File: src/rtl/seg7_pkg.sv
// rtl/seg7_pkg.sv - shared 7-segment encoding constants and helper
package seg7_pkg;

    // gfedcba, active low; index is the hex nibble value
    localparam logic [6:0] SEG7_LUT [16] = '{
        7'h40, 7'h79, 7'h24, 7'h30, 7'h19, 7'h12, 7'h02, 7'h78,
        7'h00, 7'h10, 7'h08, 7'h03, 7'h46, 7'h21, 7'h06, 7'h0E
    };

    localparam logic [6:0] SEG_OFF = 7'h7F;

    function automatic logic [6:0] seg7_enc(input logic [3:0] nibble);
        return SEG7_LUT[nibble];
    endfunction

endpackage

File: src/rtl/seg7_decode.sv
// rtl/seg7_decode.sv - combinational nibble to active-low segment decoder with blanking
module seg7_decode
    import seg7_pkg::*;
(
    input  logic [3:0] nibble_i,
    input  logic       blank_i,
    output logic [6:0] seg_o
);

    // Blanking overrides the glyph so the digit is fully dark
    assign seg_o = blank_i ? SEG_OFF : seg7_enc(nibble_i);

endmodule

File: src/rtl/seg7_scan_display.sv
// rtl/seg7_scan_display.sv - static and scanned hex display driver with LZ blanking and blink
module seg7_scan_display
    import seg7_pkg::*;
#(
    parameter int NUM_DIGITS = 4,
    parameter int CLK_DIV    = 50000,
    parameter int BLINK_DIV  = 250
) (
    input  logic                      clk,
    input  logic                      rst_n,
    input  logic                      load_i,
    input  logic [4*NUM_DIGITS-1:0]   data_i,
    input  logic                      blank_lz_i,
    input  logic [NUM_DIGITS-1:0]     blink_mask_i,
    output logic [7*NUM_DIGITS-1:0]   hex_o,
    output logic [6:0]                seg_o,
    output logic [NUM_DIGITS-1:0]     an_o
);

    localparam int PW = $clog2(CLK_DIV + 1);
    localparam int SW = $clog2(NUM_DIGITS + 1);
    localparam int BW = $clog2(BLINK_DIV + 1);

    localparam logic [PW-1:0] PRE_LAST   = PW'(CLK_DIV - 1);
    localparam logic [SW-1:0] SCAN_LAST  = SW'(NUM_DIGITS - 1);
    localparam logic [BW-1:0] BLINK_LAST = BW'(BLINK_DIV - 1);

    if (NUM_DIGITS < 1 || NUM_DIGITS > 8) begin : g_bad_digits
        $error("seg7_scan_display: NUM_DIGITS must be 1..8");
    end
    if (CLK_DIV < 1) begin : g_bad_clk_div
        $error("seg7_scan_display: CLK_DIV must be >= 1");
    end
    if (BLINK_DIV < 1) begin : g_bad_blink_div
        $error("seg7_scan_display: BLINK_DIV must be >= 1");
    end

    logic [4*NUM_DIGITS-1:0] data_q;
    logic [PW-1:0]           pre_q;
    logic [SW-1:0]           scan_idx_q;
    logic [BW-1:0]           blink_cnt_q;
    logic                    blink_phase_q;
    logic [7*NUM_DIGITS-1:0] hex_q;
    logic [6:0]              seg_q;
    logic [NUM_DIGITS-1:0]   an_q;

    logic                    tick;
    logic                    zero_above;
    logic [NUM_DIGITS-1:0]   lz;
    logic [NUM_DIGITS-1:0]   blank;
    logic [6:0]              pat [NUM_DIGITS];
    logic [7*NUM_DIGITS-1:0] pat_flat;
    logic [6:0]              seg_d;
    logic [NUM_DIGITS-1:0]   an_d;

    assign tick = (pre_q == PRE_LAST);

    // Leading-zero detect: walk from the top digit down while every nibble seen is zero
    always_comb begin
        zero_above = 1'b1;
        lz         = '0;
        for (int k = NUM_DIGITS - 1; k >= 0; k--) begin
            zero_above = zero_above & (data_q[4*k +: 4] == 4'h0);
            lz[k]      = blank_lz_i & (k != 0) & zero_above;
        end
    end

    for (genvar k = 0; k < NUM_DIGITS; k++) begin : g_digit
        assign blank[k] = lz[k] | (blink_mask_i[k] & blink_phase_q);

        seg7_decode u_dec (
            .nibble_i (data_q[4*k +: 4]),
            .blank_i  (blank[k]),
            .seg_o    (pat[k])
        );

        assign pat_flat[7*k +: 7] = pat[k];
    end

    // Scan mux: pick the active digit's pattern and its enable without shifting by a wide index
    always_comb begin
        seg_d = SEG_OFF;
        an_d  = '1;
        for (int k = 0; k < NUM_DIGITS; k++) begin
            if (scan_idx_q == SW'(k)) begin
                seg_d    = pat[k];
                an_d[k]  = 1'b0;
            end
        end
    end

    // Display register: captures the new value only when load_i is asserted
    always_ff @(posedge clk or negedge rst_n) begin
        if (!rst_n) begin
            data_q <= '0;
        end else if (load_i) begin
            data_q <= data_i;
        end
    end

    // Prescaler, scan index and blink timebase all advance off the same tick
    always_ff @(posedge clk or negedge rst_n) begin
        if (!rst_n) begin
            pre_q         <= '0;
            scan_idx_q    <= '0;
            blink_cnt_q   <= '0;
            blink_phase_q <= 1'b0;
        end else begin
            pre_q <= tick ? '0 : pre_q + PW'(1);
            if (tick) begin
                scan_idx_q <= (scan_idx_q == SCAN_LAST) ? '0 : scan_idx_q + SW'(1);
                if (blink_cnt_q == BLINK_LAST) begin
                    blink_cnt_q   <= '0;
                    blink_phase_q <= ~blink_phase_q;
                end else begin
                    blink_cnt_q <= blink_cnt_q + BW'(1);
                end
            end
        end
    end

    // Output registers: static and scanned views come from the same decode, so they never disagree
    always_ff @(posedge clk or negedge rst_n) begin
        if (!rst_n) begin
            hex_q <= '1;
            seg_q <= SEG_OFF;
            an_q  <= '1;
        end else begin
            hex_q <= pat_flat;
            seg_q <= seg_d;
            an_q  <= an_d;
        end
    end

    assign hex_o = hex_q;
    assign seg_o = seg_q;
    assign an_o  = an_q;

endmodule

File: config.mk
export PLATFORM = sky130hd
export DESIGN_NAME = seg7_scan_display
export DESIGN_NICKNAME = d
export VERILOG_FILES = /design/src/rtl/seg7_pkg.sv /design/src/rtl/seg7_decode.sv /design/src/rtl/seg7_scan_display.sv
export SDC_FILE = /design/constraint.sdc
export NUM_CORES = 1
export LEC_CHECK = 0
export ABC_AREA = 1
export BUFFER_PORTS_ARGS = -buffer_cell sky130_fd_sc_hd__buf_4
export CAP_MARGIN = 20
export CORE_UTILIZATION = 36
export DETAILED_ROUTE_END_ITERATION = 12
export PLACE_DENSITY_LB_ADDON = 0.05
export REMOVE_ABC_BUFFERS = 1
export SETUP_SLACK_MARGIN = 0.15
export SLEW_MARGIN = 20
export SYNTH_ARGS = -nofsm -noshare
export SYNTH_HDL_FRONTEND = slang
export SYNTH_HIERARCHICAL = 1
export SYNTH_SLANG_ARGS = --single-unit
export TNS_END_PERCENT = 50
File: constraint.sdc
create_clock -name clk -period 5 [get_ports clk]
set_input_delay 1 -clock clk [delete_from_list [all_inputs] [get_ports clk]]
set_output_delay 1 -clock clk [all_outputs]
set_load 0.02 [all_outputs]
After elaboration in Yosys (flattened, before gate mapping)
Memories as Yosys holds them, arrays and structs flattened.
Index checks and enable logic that the tools add are counted.
{"block": "op_classes", "addsub": 3, "order_cmp": 4, "eq_ne": 5, "n_mux": 23, "bitwise_logic": 17, "reduce_logical": 5}
{"op": "2-to-1 mux 7 bit", "n": 16}
{"op": "greater-or-equal comparator 5 bit (second input constant)", "n": 4}
{"op": "NOT 4 -> 5 bit", "n": 4}
{"op": "adder 16 x 1 -> 16 bit (second input constant)", "n": 1}
{"op": "equality test 16 bit (second input constant)", "n": 1}
{"op": "2-to-1 mux 16 bit", "n": 1}
{"op": "zero test 4 bit", "n": 3}
{"op": "AND 1 bit", "n": 9}
{"op": "adder 8 x 1 -> 8 bit (second input constant)", "n": 1}
{"op": "equality test 8 bit (second input constant)", "n": 1}
{"op": "2-to-1 mux 8 bit", "n": 1}
{"op": "equality test 3 x 2 -> 1 bit (second input constant)", "n": 2}
{"op": "2-to-1 mux 1 bit", "n": 4}
{"op": "adder 3 x 1 -> 3 bit (second input constant)", "n": 1}
{"op": "equality test 3 x 1 -> 1 bit (second input constant)", "n": 1}
{"op": "zero test 3 bit", "n": 1}
{"op": "2-to-1 mux 3 bit", "n": 1}
{"op": "bitwise OR 1 bit", "n": 3}
{"op": "AND reduction 2 bit", "n": 1}
{"op": "NOT 1 bit", "n": 1}
{"block": "word_totals", "register_bits": 83, "romBits": 448, "inputBits": 24, "out_inout_bits": 39, "word_cells": 69, "mem_count": 4}
{"memory": "(name not given)", "words": 16, "word_bits": 7, "rd": 1, "rd_clocked_by_memory_dff": 0, "wr": 0, "line_no": "seg7_pkg.sv:13", "rtl": "return SEG7_LUT[nibble];"}
{"memory": "(name not given)", "words": 16, "word_bits": 7, "rd": 1, "rd_clocked_by_memory_dff": 0, "wr": 0, "line_no": "seg7_pkg.sv:13"}
{"memory": "(name not given)", "words": 16, "word_bits": 7, "rd": 1, "rd_clocked_by_memory_dff": 0, "wr": 0, "line_no": "seg7_pkg.sv:13"}
{"memory": "(name not given)", "words": 16, "word_bits": 7, "rd": 1, "rd_clocked_by_memory_dff": 0, "wr": 0, "line_no": "seg7_pkg.sv:13"}

Longest topological paths before layout
Gate-level depths: netlist of run 1.
{"block": "depth", "ltp_word": 9, "ltp_mapped": 10}

Hierarchy
The synthesis of run 1 kept the hierarchy.
{"mod": "seg7_scan_display", "n_inst": 1, "cells_each": 394, "area_each_um2": 3607.2, "seq_area_each_um2": 2125.8}
{"mod": "seg7_decode", "n_inst": 4, "cells_each": 51, "area_each_um2": 294.0, "seq_area_each_um2": 0.0}

Worst setup path before layout of run 1
No wires, ideal clock.
{"block": "synth_path", "path_type": "input to register", "start": "input port blank_lz_i", "end": "register seg_q[1], in the netlist seg_o[1]", "arrival_ps": 2019, "required_time_ps": 4940, "slack_ps": 2920, "path_stages": 9, "n_path_buf": 0, "cell_sequence": "nand4_1 or2_2 o21ai_0 inv_1 nand3_1 nor2_1 o21ai_0 nand2_1 nand2_1"}
{"element": "start, declared", "line_no": "seg7_scan_display.sv:13", "rtl": "input logic blank_lz_i,"}
{"element": "end signal, assigned", "line_no": "seg7_scan_display.sv:130", "rtl": "seg_q <= seg_d;"}
{"element": "end, declared", "line_no": "seg7_scan_display.sv:44", "rtl": "logic [6:0] seg_q;"}

==> results of run 1 <==
## stage by stage
step                      std cells  worst slack, ns  area, um^2
after global placement          820             2.67        5370
final                           836             2.95        5720
after floorplan                 585             2.92        4680
after detailed placement        820             2.59        5370
after global routing            836             2.76        5720
after CTS                       836             2.93        5720
## critical path: stages
cell and delay (ns):
buf_4 0.08, nand4_1 0.11, or2_2 0.31, o21ai_0 0.16, inv_1 0.14, nand3_1 0.14, nor2_1 0.05, o21ai_0 0.21
nand2_1 0.08, nand2_1 0.06
## cell usage in the layout (no fill, tap or decap), types with 2 or more instances in the layout
master	instances
dfrtp_1	44
a21oi_1	4
nor2_1	52
o21ai_2	4
xor2_1	7
o21bai_1	2
buf_4	63
bufinv_16	3
nor2_2	3
inv_2	7
ha_1	35
clkbuf_16	9
o21ai_1	9
clkinv_4	2
inv_1	77
nand2_2	6
dfstp_2	39
o21ai_0	28
nand3_1	89
nor3_1	2
nand4_1	4
mux2_2	6
nand2_1	160
## final cells by class
class                           instances  area, um^2  area share, %
Tap cell                              172         215           3.76
Multi-Input combinational cell        418        2240           39.1
Clock buffer                           10         239           4.18
Sequential cell                        83        2130           37.2
Timing Repair Buffer                   63         473           8.27
Inverter                               84         315           5.51
Clock inverter                          6         113           1.97
## per-layer routing
metal	vias up	track usage [%]	share of wire [%]
li1	2007	-	-
met1	1828	24.6	48
met2	66	29.6	46
met3	10	4.84	3.5
met4	0	7.00	1.8
met5	-	0	0
## flip-flops by register name, indices dropped and copies added (netlist names)
register	count
an_o	4
blink_cnt_q	8
blink_phase_q	1
data_q	16
hex_o	28
pre_q	16
scan_idx_q	3
seg_o	7
## how the worst max path moves through the flow
stage | start | endpoint | slack, ns | cells after the start
after global placement | blank_lz_i | seg_o[0] | 2.67 | 10
after floorplan | blank_lz_i | seg_o[1] | 2.92 | 9
after global routing | data_q[14] | seg_o[0] | 2.76 | 10
after CTS | seg_o[2] | seg_o[2] | 2.93 | 1
final | blank_lz_i | seg_o[0] | 2.95 | 10
after detailed placement | blank_lz_i | seg_o[0] | 2.59 | 10
## kinds of logic after synthesis
group	after synthesis	synth area share [%]
AND/OR/NAND/NOR	322	29.4
buffers and inverters	97	8.76
multiplexers	6	1.41
XOR/XNOR	8	1.46
adder cells (fa/ha/maj)	35	9.16
flip-flops	83	44.4
AO/OA/AOI/OAI	47	5.34
## power by group
part           total [uW]  switching (uW)  internal [uW]
Combinational         332             202            129
Clock                 786             283            503
Sequential            816            54.4            762
Total                1930             540           1390
## synthesized netlist by cell type, drive strengths merged
cell	number	area share [%]
nand2	166	13
nand3	90	9.5
inv	84	6.6
nor2	57	5.1
dfrtp	44	23
o21ai	41	4.6
dfstp	39	21
ha	35	9.2
buf	12	2.1
xor2	7	1.3
mux2	6	1.4
nand4	5	0.97
a21oi	4	0.42
nor3	2	0.21
o21bai	2	0.31
and2	1	0.13
clkbuf	1	0.078
or2	1	0.13
xnor2	1	0.18
==> results.py, run 1 <==
metrics = {
    "status": {
        "status": "finished, final reports clean",
    },
    "global_route": {
        "grt_pass1_vias": 3752,
        "grt-ovfl-total": 0,
        "antenna_found_initial": 0,
        "grt_util_all_layers_pct": 18.7,
        "grt_pass1_wl_mm": 19.2,
        "grt_start_max_net_pins": 58,
    },
    "sta": {
        "fin_crit_sh_pct": 41.0,
        "relSlewSlack_pct": 51.4,
        "worst_slew_pin_slew_ns": 0.730,
        "rsz0062_at_grt": "false",
        "fin_crit_ns": 2.05,
        "fin_skew_ns": 0.00429,
        "max_freq_ghz": 0.488,
        "setup_violations": 0,
        "hold_viol_final": 0,
        "finalSetupTns_ns": 0,
        "slew_viol_final": 0,
        "fin_hold_ws_ns": 0.475,
    },
    "finish": {
        "drive_gt1_share_pct": 22.4,
        "diodes": 0,
        "finalNetCount": 718,
        "num-fill-cells": 1292,
        "synthToLayoutAreaGrowth_pct": 19.6,
        "postLayoutCoreUtil_pct": 44.8,
    },
    "cts": {
        "path_clk_slew_ns": 0.06,
        "numCtsBuffers": 9,
        "clock_path_buffers": 2,
        "post_cts_buffers": 0,
        "cts-htree-levels": 3,
        "cts_resized": 0,
        "cts_tree": "done",
        "cts.sinks": 83,
        "ctsHoldBuffers": 0,
        "cts-root-buf": "clkbuf_16",
        "clock_latency_ns": 0.34,
    },
    "setup_path": {
        "worstPathRequired_ns": 5.29,
        "cp-end-kind": "register",
        "critPathLaunchType": "primary input",
        "rr_endpoint": "seg_o[0]",
        "crit_arrival_ns": 2.34,
        "critPathMaxFanout": 7,
        "path_class": "primary input to register",
        "ff2ff_setup_slack_ns": 3.02,
        "reg2reg_from": "data_q[14]",
        "worst_r2r_path_depth": 10,
    },
    "floorplan": {
        "core_area_mm2": 0.0128,
        "io_pins": 63,
        "start_util_pct": 37.4,
        "die_width_um": 117,
        "rows": 41,
        "die_h_um": 117,
        "die_area_mm2": 0.0138,
    },
    "power": {
        "ir_worst_vdd_mv": 0.200,
        "power.total_uw": 1930,
        "p_leak_uw": 0.00294,
        "cellPowerDensity_mw_per_mm2": 338,
    },
    "detailed_routing": {
        "wire_per_inst_um": 13.9,
        "drt_iter0_drc": 177,
        "dr_total_vias": 3911,
        "drtPass1Iterations": 7,
        "drtAntennaViolNets": 0,
        "viasPerCell": 4.68,
        "drt-total-wl_mm": 11.6,
        "route.detailed.drc": 0,
    },
    "yosys": {
        "ys_seq_area_share_pct": 44.4,
        "synth_cells": 598,
        "synth-seq-cells": 83,
        "synthDistinctLibCells": 31,
        "yosys_warnings": 6,
        "synth_area_mm2": 0.00478,
        "synth_area_per_cell_um2": 8.00,
    },
    "placed_design": {
        "gp_congestion": 0.855,
        "place_hpwl_mm": 8.84,
        "port_buffers": 62,
    },
    "hold_path": {
        "whs_path_depth": 1,
        "min_to": "pre_q[0]",
        "hold_class": "register to register",
        "min-delay-start": "pre_q[0]",
    },
    "run": {
        "cap_violations": 0,
    },
}
Power figures use the tool's default switching activity.
==> run 2: changes to the inputs <==
--- a/config.mk
+++ b/config.mk
@@ -5,7 +5,7 @@
 export SDC_FILE = /design/constraint.sdc
 export NUM_CORES = 1
 export LEC_CHECK = 0
-export ABC_AREA = 1
+export ABC_AREA = 0
 export BUFFER_PORTS_ARGS = -buffer_cell sky130_fd_sc_hd__buf_4
 export CAP_MARGIN = 20
 export CORE_UTILIZATION = 36
==> constraint.sdc (replaced) <==
create_clock -name clk -period 1.75 [get_ports clk]
set_input_delay 0.35 -clock clk [delete_from_list [all_inputs] [get_ports clk]]
set_output_delay 0.35 -clock clk [all_outputs]
set_load 0.02 [all_outputs]
==> run 2 against run 1 <==
Against the previous run:
- the run now ends with setup timing left
- critical path type is now register to register
- sequential power grew to 2.8 times the previous value
- core utilization grew 7.3 points
- register-to-register slack lost 3.3 ns
- first-iteration DRC count grew 3.4%
- clock skew is essentially flat
- hold slack lost 0.24 ns
- cell area grew 10%
- critical path depth shrank 2
- die area shrank 5.4%
- wire length shrank 3.8%
==> results.py, run 2 <==
metrics = {
    "yosys": {
        "synth_edf_count": 0,
        "yosysMostFrequentCell": "dfrtp_1",
        "synthDistinctLibCells": 49,
        "ys_seq_area_share_pct": 47.0,
        "synth-async-reset-ratio_pct": 100,
        "yosys_warnings": 6,
        "yosys.area.top_type_share_pct": 24.4,
        "synthTopCellsByArea": "dfrtp_1, dfstp_2, ha_1, mux2_2, mux2i_1",
        "synth-seq-cells": 83,
        "yosys.area.top_type": "dfrtp_1",
        "synth_area_mm2": 0.00452,
        "synth_area_per_cell_um2": 11.2,
        "synthTopCellsByCount": "dfrtp_1, dfstp_2, ha_1",
        "synth_ff_type": "dfrtp_1",
        "synth_cells": 402,
    },
    "sta": {
        "worst_slack_ns": -0.264,
        "worst_slew_pin_slew_ns": 0.471,
        "relSlewSlack_pct": 68.6,
        "max_freq_ghz": 0.496,
        "setup_violations": 9,
        "hold_viol_final": 0,
        "fin_skew_ns": 0.00471,
        "fin_crit_ns": 2.01,
        "slew_viol_final": 0,
        "rsz0062_at_grt": "true",
        "fin_crit_sh_pct": 115,
    },
    "detailed_routing": {
        "wire_per_inst_um": 15.6,
        "drtAntennaViolNets": 0,
        "route.detailed.drc": 0,
        "dr_total_vias": 3531,
        "drt_iter0_drc": 183,
        "drt-total-wl_mm": 11.2,
        "drtPass1Iterations": 4,
        "viasPerCell": 4.93,
    },
    "finish": {
        "largest_reg_flops": 28,
        "layout_commonest_cell": "buf_4",
        "diodes": 0,
        "finalNetCount": 602,
        "regArea_mm2": 0.00213,
        "synthToLayoutAreaGrowth_pct": 39.5,
        "final_cell_mix": "buf_4, dfrtp_1, dfstp_2",
        "num-fill-cells": 1107,
        "multi_input_area_mm2": 0.00238,
        "layout.cells.non_filler": 716,
        "drive_gt1_share_pct": 49.1,
    },
    "floorplan": {
        "core_area_mm2": 0.0121,
        "die_h_um": 114,
        "rows": 40,
        "die_area_mm2": 0.0130,
        "die_width_um": 114,
        "start_util_pct": 37.3,
        "io_pins": 63,
    },
    "setup_path": {
        "crit_chain": "or4_4, nor2_4, a22o_1, nor2_1, a32oi_1, o22ai_1, o21ai_1, o22a_1",
        "rr_endpoint": "seg_o[0]",
        "critPathLaunchType": "register",
        "cp_slowest_cell": "or4_4",
        "ff2ff_setup_slack_ns": -0.26,
        "crit_arrival_ns": 2.30,
        "reg2reg_from": "data_q[9]",
        "worstPathRequired_ns": 2.04,
        "path_class": "register to register",
        "worst_r2r_path_depth": 8,
        "critPathMaxFanout": 3,
        "max_stage_delay_ns": 0.55,
        "cp-end-kind": "register",
    },
    "cts": {
        "path_clk_slew_ns": 0.06,
        "cts-root-buf": "clkbuf_16",
        "cts.sinks": 83,
        "cts-htree-levels": 3,
        "clock_path_buffers": 2,
        "cts_tree": "done",
        "clock_latency_ns": 0.34,
        "numCtsBuffers": 9,
    },
    "global_route": {
        "antenna_found_initial": 0,
        "grt-ovfl-total": 0,
        "grt_util_all_layers_pct": 18.3,
        "grt_pass1_vias": 3515,
        "grt_start_max_net_pins": 33,
        "grt_pass1_wl_mm": 18.2,
    },
    "hold_path": {
        "hold_class": "primary input to register",
        "whs_path_depth": 2,
        "min-delay-start": "data_i[5]",
        "min_to": "data_q[5]",
    },
    "placed_design": {
        "dp_worst_setup_slack_ns": -0.363,
        "place_hpwl_mm": 8.13,
        "gp_congestion": 0.844,
        "dp.cells": 689,
        "port_buffers": 62,
    },
    "power": {
        "p_leak_uw": 0.00288,
        "cellPowerDensity_mw_per_mm2": 926,
        "ir_worst_vdd_mv": 0.502,
        "power.total_uw": 5840,
    },
    "run": {
        "cap_violations": 0,
    },
    "status": {
        "violations": "setup timing",
        "status": "finished, violations left",
    },
}
## run 2: cell count changes in the layout (fill, tap and decap cells not counted), moves of 14 or more
cell / delta
buf_4: +72
inv_1: -65
nand2_1: -133
nand3_1: -79
nor2_1: -39
o21ai_0: -14
## run 2: final cells by class
class	instances	area share, %
clock buffer	11	3.69
clock inverter	5	1.23
inverter	18	1.27
multi-input combinational	282	37.8
sequential	83	33.8
tap	168	3.33
timing repair buffer	149	18.9
## run 2: through the flow
stage	area [um^2]	hold slack, ns	setup TNS, ns	utilization, %
3_3_place_gp	5640	0.257	-2.24	46.5
2_1_floorplan	4370	0.0544	-1.42	-
4_1_cts	6140	0.224	-1.83	50.7
5_1_grt	6300	0.230	-2.75	52.1
3_5_place_dp	5640	0.264	-2.51	46.5
6_report	6300	0.233	-1.63	52.1
## run 2: critical path: cells and delay by family, from the launching register on
kind / cells / cell delay, ns
flip-flops: 1 / 0.38
AND/OR/NAND/NOR: 3 / 0.74
AO/OA/AOI/OAI: 5 / 0.85
## run 2: cells by family (layout without fill, tap and decap cells)
kind of cell               count (synthesis)  in the layout  share of synthesized area [%]
DFF                                       83             83                           47.0
xor gates and xnor gates                  11             11                           2.13
and+or+nand+nor                          124            124                           15.1
AOI/OAI and AO/OA                         76             76                           12.5
muxes                                     36             36                           8.64
adders and majority gates                 35             35                           9.69
buffers and inverters                     37            183                           4.87
## run 2: layer usage
layer	vias up	track usage (%)	wire length (um)
met2	64	26.9	4970
met1	1721	26.8	5610
met4	0	6.06	156
li1	1736	-	-
met5	-	0	0
met3	10	3.83	452
## run 2: timing repair
item,4_1_cts,5_1_grt
cloned,0,0
buffers inserted,8,2
hold endpoints to repair,10,0
hold buffers,1,0
resized for setup,36,39
pin swaps,12,19
endpoints found under the setup margin,37,34
## run 2: worst max-delay path by stage
| stage | start | endpoint | slack, ns | cells past startpoint |
|---|---|---|---|---|
| final | data_q[9] | seg_o[0] | -0.26 | 8 |
| after global routing | data_q[9] | seg_o[0] | -0.35 | 8 |
| after CTS | data_q[9] | seg_o[0] | -0.25 | 8 |
| after detailed placement | data_q[9] | seg_o[0] | -0.36 | 8 |
| after global placement | data_q[9] | seg_o[4] | -0.27 | 9 |
| after floorplan | data_q[11] | seg_o[3] | -0.32 | 8 |
## run 2: power breakdown
group	switching, uW	internal, uW
clock	779	1250
sequential	90.1	2200
combinational	745	782
total	1610	4220
==> run 3: changes to the inputs <==
--- a/config.mk
+++ b/config.mk
@@ -5,10 +5,10 @@
 export SDC_FILE = /design/constraint.sdc
 export NUM_CORES = 1
 export LEC_CHECK = 0
-export ABC_AREA = 0
 export BUFFER_PORTS_ARGS = -buffer_cell sky130_fd_sc_hd__buf_4
 export CAP_MARGIN = 20
 export CORE_UTILIZATION = 36
+export CTS_BUF_LIST = sky130_fd_sc_hd__clkbuf_4
 export DETAILED_ROUTE_END_ITERATION = 12
 export PLACE_DENSITY_LB_ADDON = 0.05
 export REMOVE_ABC_BUFFERS = 1
==> run 3 against run 2 <==
Against the previous run:
- the flow still finishes with violations (setup timing)
- combinational power is essentially flat
- cell area shrank 2.6%
- via count grew 1.1%
- sequential power is essentially flat
- non-clock buffer count is the same
- cell count is the same
- first-iteration DRC count grew 1.6%
- fmax shrank 0.74%
- clock skew grew 0.012 ns
- clock-buffer cell count is the same
- critical path type unchanged
- largest cell class unchanged
- highest routed layer unchanged
==> results.py, run 3 (same netlist as run 2, synthesis figures left out) <==
metrics = {
    "floorplan": {
        "die_h_um": 114,
        "die_width_um": 114,
        "io_pins": 63,
        "core_area_mm2": 0.0121,
        "rows": 40,
        "die_area_mm2": 0.0130,
        "start_util_pct": 37.3,
    },
    "sta": {
        "slew_viol_final": 0,
        "fin_skew_ns": 0.0165,
        "fin_crit_ns": 2.03,
        "worst_slack_ns": -0.279,
        "max_freq_ghz": 0.493,
        "relSlewSlack_pct": 68.3,
        "worst_slew_pin_slew_ns": 0.476,
        "hold_viol_final": 0,
        "setup_violations": 11,
        "rsz0062_at_grt": "true",
        "fin_crit_sh_pct": 116,
    },
    "finish": {
        "regArea_mm2": 0.00213,
        "final_cell_mix": "buf_4, dfrtp_1, dfstp_2",
        "num-fill-cells": 1124,
        "multi_input_area_mm2": 0.00238,
        "synthToLayoutAreaGrowth_pct": 35.9,
        "diodes": 0,
        "layout.cells.non_filler": 716,
        "largest_reg_flops": 28,
        "layout_commonest_cell": "buf_4",
        "drive_gt1_share_pct": 49.3,
        "finalNetCount": 602,
    },
    "setup_path": {
        "cp-end-kind": "register",
        "max_stage_delay_ns": 0.55,
        "cp_slowest_cell": "or4_4",
        "path_class": "register to register",
        "crit_arrival_ns": 2.44,
        "critPathMaxFanout": 3,
        "worstPathRequired_ns": 2.16,
        "crit_chain": "or4_4, nor2_4, a22o_1, nor2_1, a32oi_1, o22ai_1, o21ai_1, o22a_1",
        "critPathLaunchType": "register",
    },
    "cts": {
        "clock_latency_ns": 0.48,
        "cts-htree-levels": 3,
        "numCtsBuffers": 9,
        "path_clk_slew_ns": 0.14,
        "clock_path_buffers": 2,
        "cts_tree": "done",
        "cts-root-buf": "clkbuf_4",
        "cts.sinks": 83,
    },
    "detailed_routing": {
        "drt_iter0_drc": 186,
        "viasPerCell": 4.99,
        "drtPass1Iterations": 4,
        "drt-total-wl_mm": 11.2,
        "drtAntennaViolNets": 0,
        "route.detailed.drc": 0,
        "wire_per_inst_um": 15.6,
        "dr_total_vias": 3571,
    },
    "placed_design": {
        "port_buffers": 62,
        "place_hpwl_mm": 8.13,
        "gp_congestion": 0.844,
        "dp.cells": 689,
    },
    "global_route": {
        "grt_pass1_vias": 3525,
        "grt_start_max_net_pins": 33,
        "grt-ovfl-total": 0,
        "grt_pass1_wl_mm": 18.2,
        "grt_util_all_layers_pct": 18.4,
        "antenna_found_initial": 0,
    },
    "power": {
        "power_frac_comb_pct": 29.8,
        "power.total_uw": 5110,
        "p_sw_uw": 1530,
        "p_int_uw": 3580,
        "p_leak_uw": 0.00282,
        "power_frac_seq_pct": 44.7,
        "cellPowerDensity_mw_per_mm2": 832,
        "sw_frac_of_total_pct": 30.0,
        "ir_worst_vdd_mv": 0.393,
        "p_clk_share_pct": 25.5,
    },
    "status": {
        "status": "finished, violations left",
        "violations": "setup timing",
    },
    "run": {
        "cap_violations": 0,
    },
    "hold_path": {
        "hold_class": "primary input to register",
    },
}
[run 3: changes by cell type in the layout (fill, tap and decap cells not counted), moves of 2 or more]
cell,previous run,this run
clkbuf_16,9,0
clkbuf_1,2,0
inv_4,0,2
clkbuf_4,0,11
[run 3: repair_timing]
action,CTS,global route
hold buffers,1,0
gates resized for setup,32,39
setup endpoints to repair,37,37
buffers inserted,7,3
pin swaps,10,25
endpoints found under the hold margin,16,0
[run 3: routing by layer]
layer	global-route usage (%)	wire (um)	up-vias	share of wire [%]
li1	-	-	1734	-
met1	26.7	5640	1730	50
met2	26.8	4890	89	44
met3	4.78	475	18	4.2
met4	5.45	188	0	1.7
met5	0	0	-	0
[run 3: final timing paths]
kind / startpoint / to / slack, ns / cells past startpoint
max in group asynchronous: rst_n / an_o[1] / 0.87 / 3
hold / removal: data_i[15] / data_q[15] / 0.1 / 2
setup reg to reg: data_q[9] / seg_o[0] / -0.28 / 8
setup / recovery: data_q[9] / seg_o[0] / -0.28 / 8
hold reg to reg: pre_q[0] / pre_q[0] / 0.46 / 1
min in group asynchronous: rst_n / data_q[0] / 0.28 / 2
[run 3: power by group through the flow]
| stage | clock, uW | combinational, uW | sequential, uW |
|---|---|---|---|
| after floorplan | 0 | 400 | 2540 |
| after global placement | 0 | 1360 | 2320 |
| after detailed placement | 0 | 1370 | 2320 |
| after CTS | 1360 | 1450 | 2280 |
| after global routing | 1430 | 1640 | 2300 |
| final | 1300 | 1520 | 2280 |
[run 3: cell type report]
cell class	instances	area share, %
multi-input cells	282	38.8
clock inverters	5	1.26
flip-flops and latches	83	34.7
well taps	168	3.42
repair buffers	149	19.3
inverters	18	1.18
clock buffers	11	1.34
[run 3: per-stage QoR]
step / util, % / setup slack [ns] / hold slack [ns] / setup TNS [ns] / instance area [um^2]
6_report: 50.7 / -0.279 / 0.0967 / -1.84 / 6140
5_1_grt: 50.7 / -0.385 / 0.0639 / -3.07 / 6140
4_1_cts: 49.3 / -0.283 / 0.0671 / -2.15 / 5970
3_5_place_dp: 46.5 / -0.363 / 0.264 / -2.51 / 5640
3_3_place_gp: 46.5 / -0.266 / 0.257 / -2.24 / 5640
2_1_floorplan: - / -0.321 / 0.0544 / -1.42 / 4370
[run 3: critical path: cells and delay by family, from the launching register on]
kind	cells	cell delay [ns]
AO/OA/AOI/OAI	5	0.83
AND/OR/NAND/NOR	3	0.73
flip-flops	1	0.40
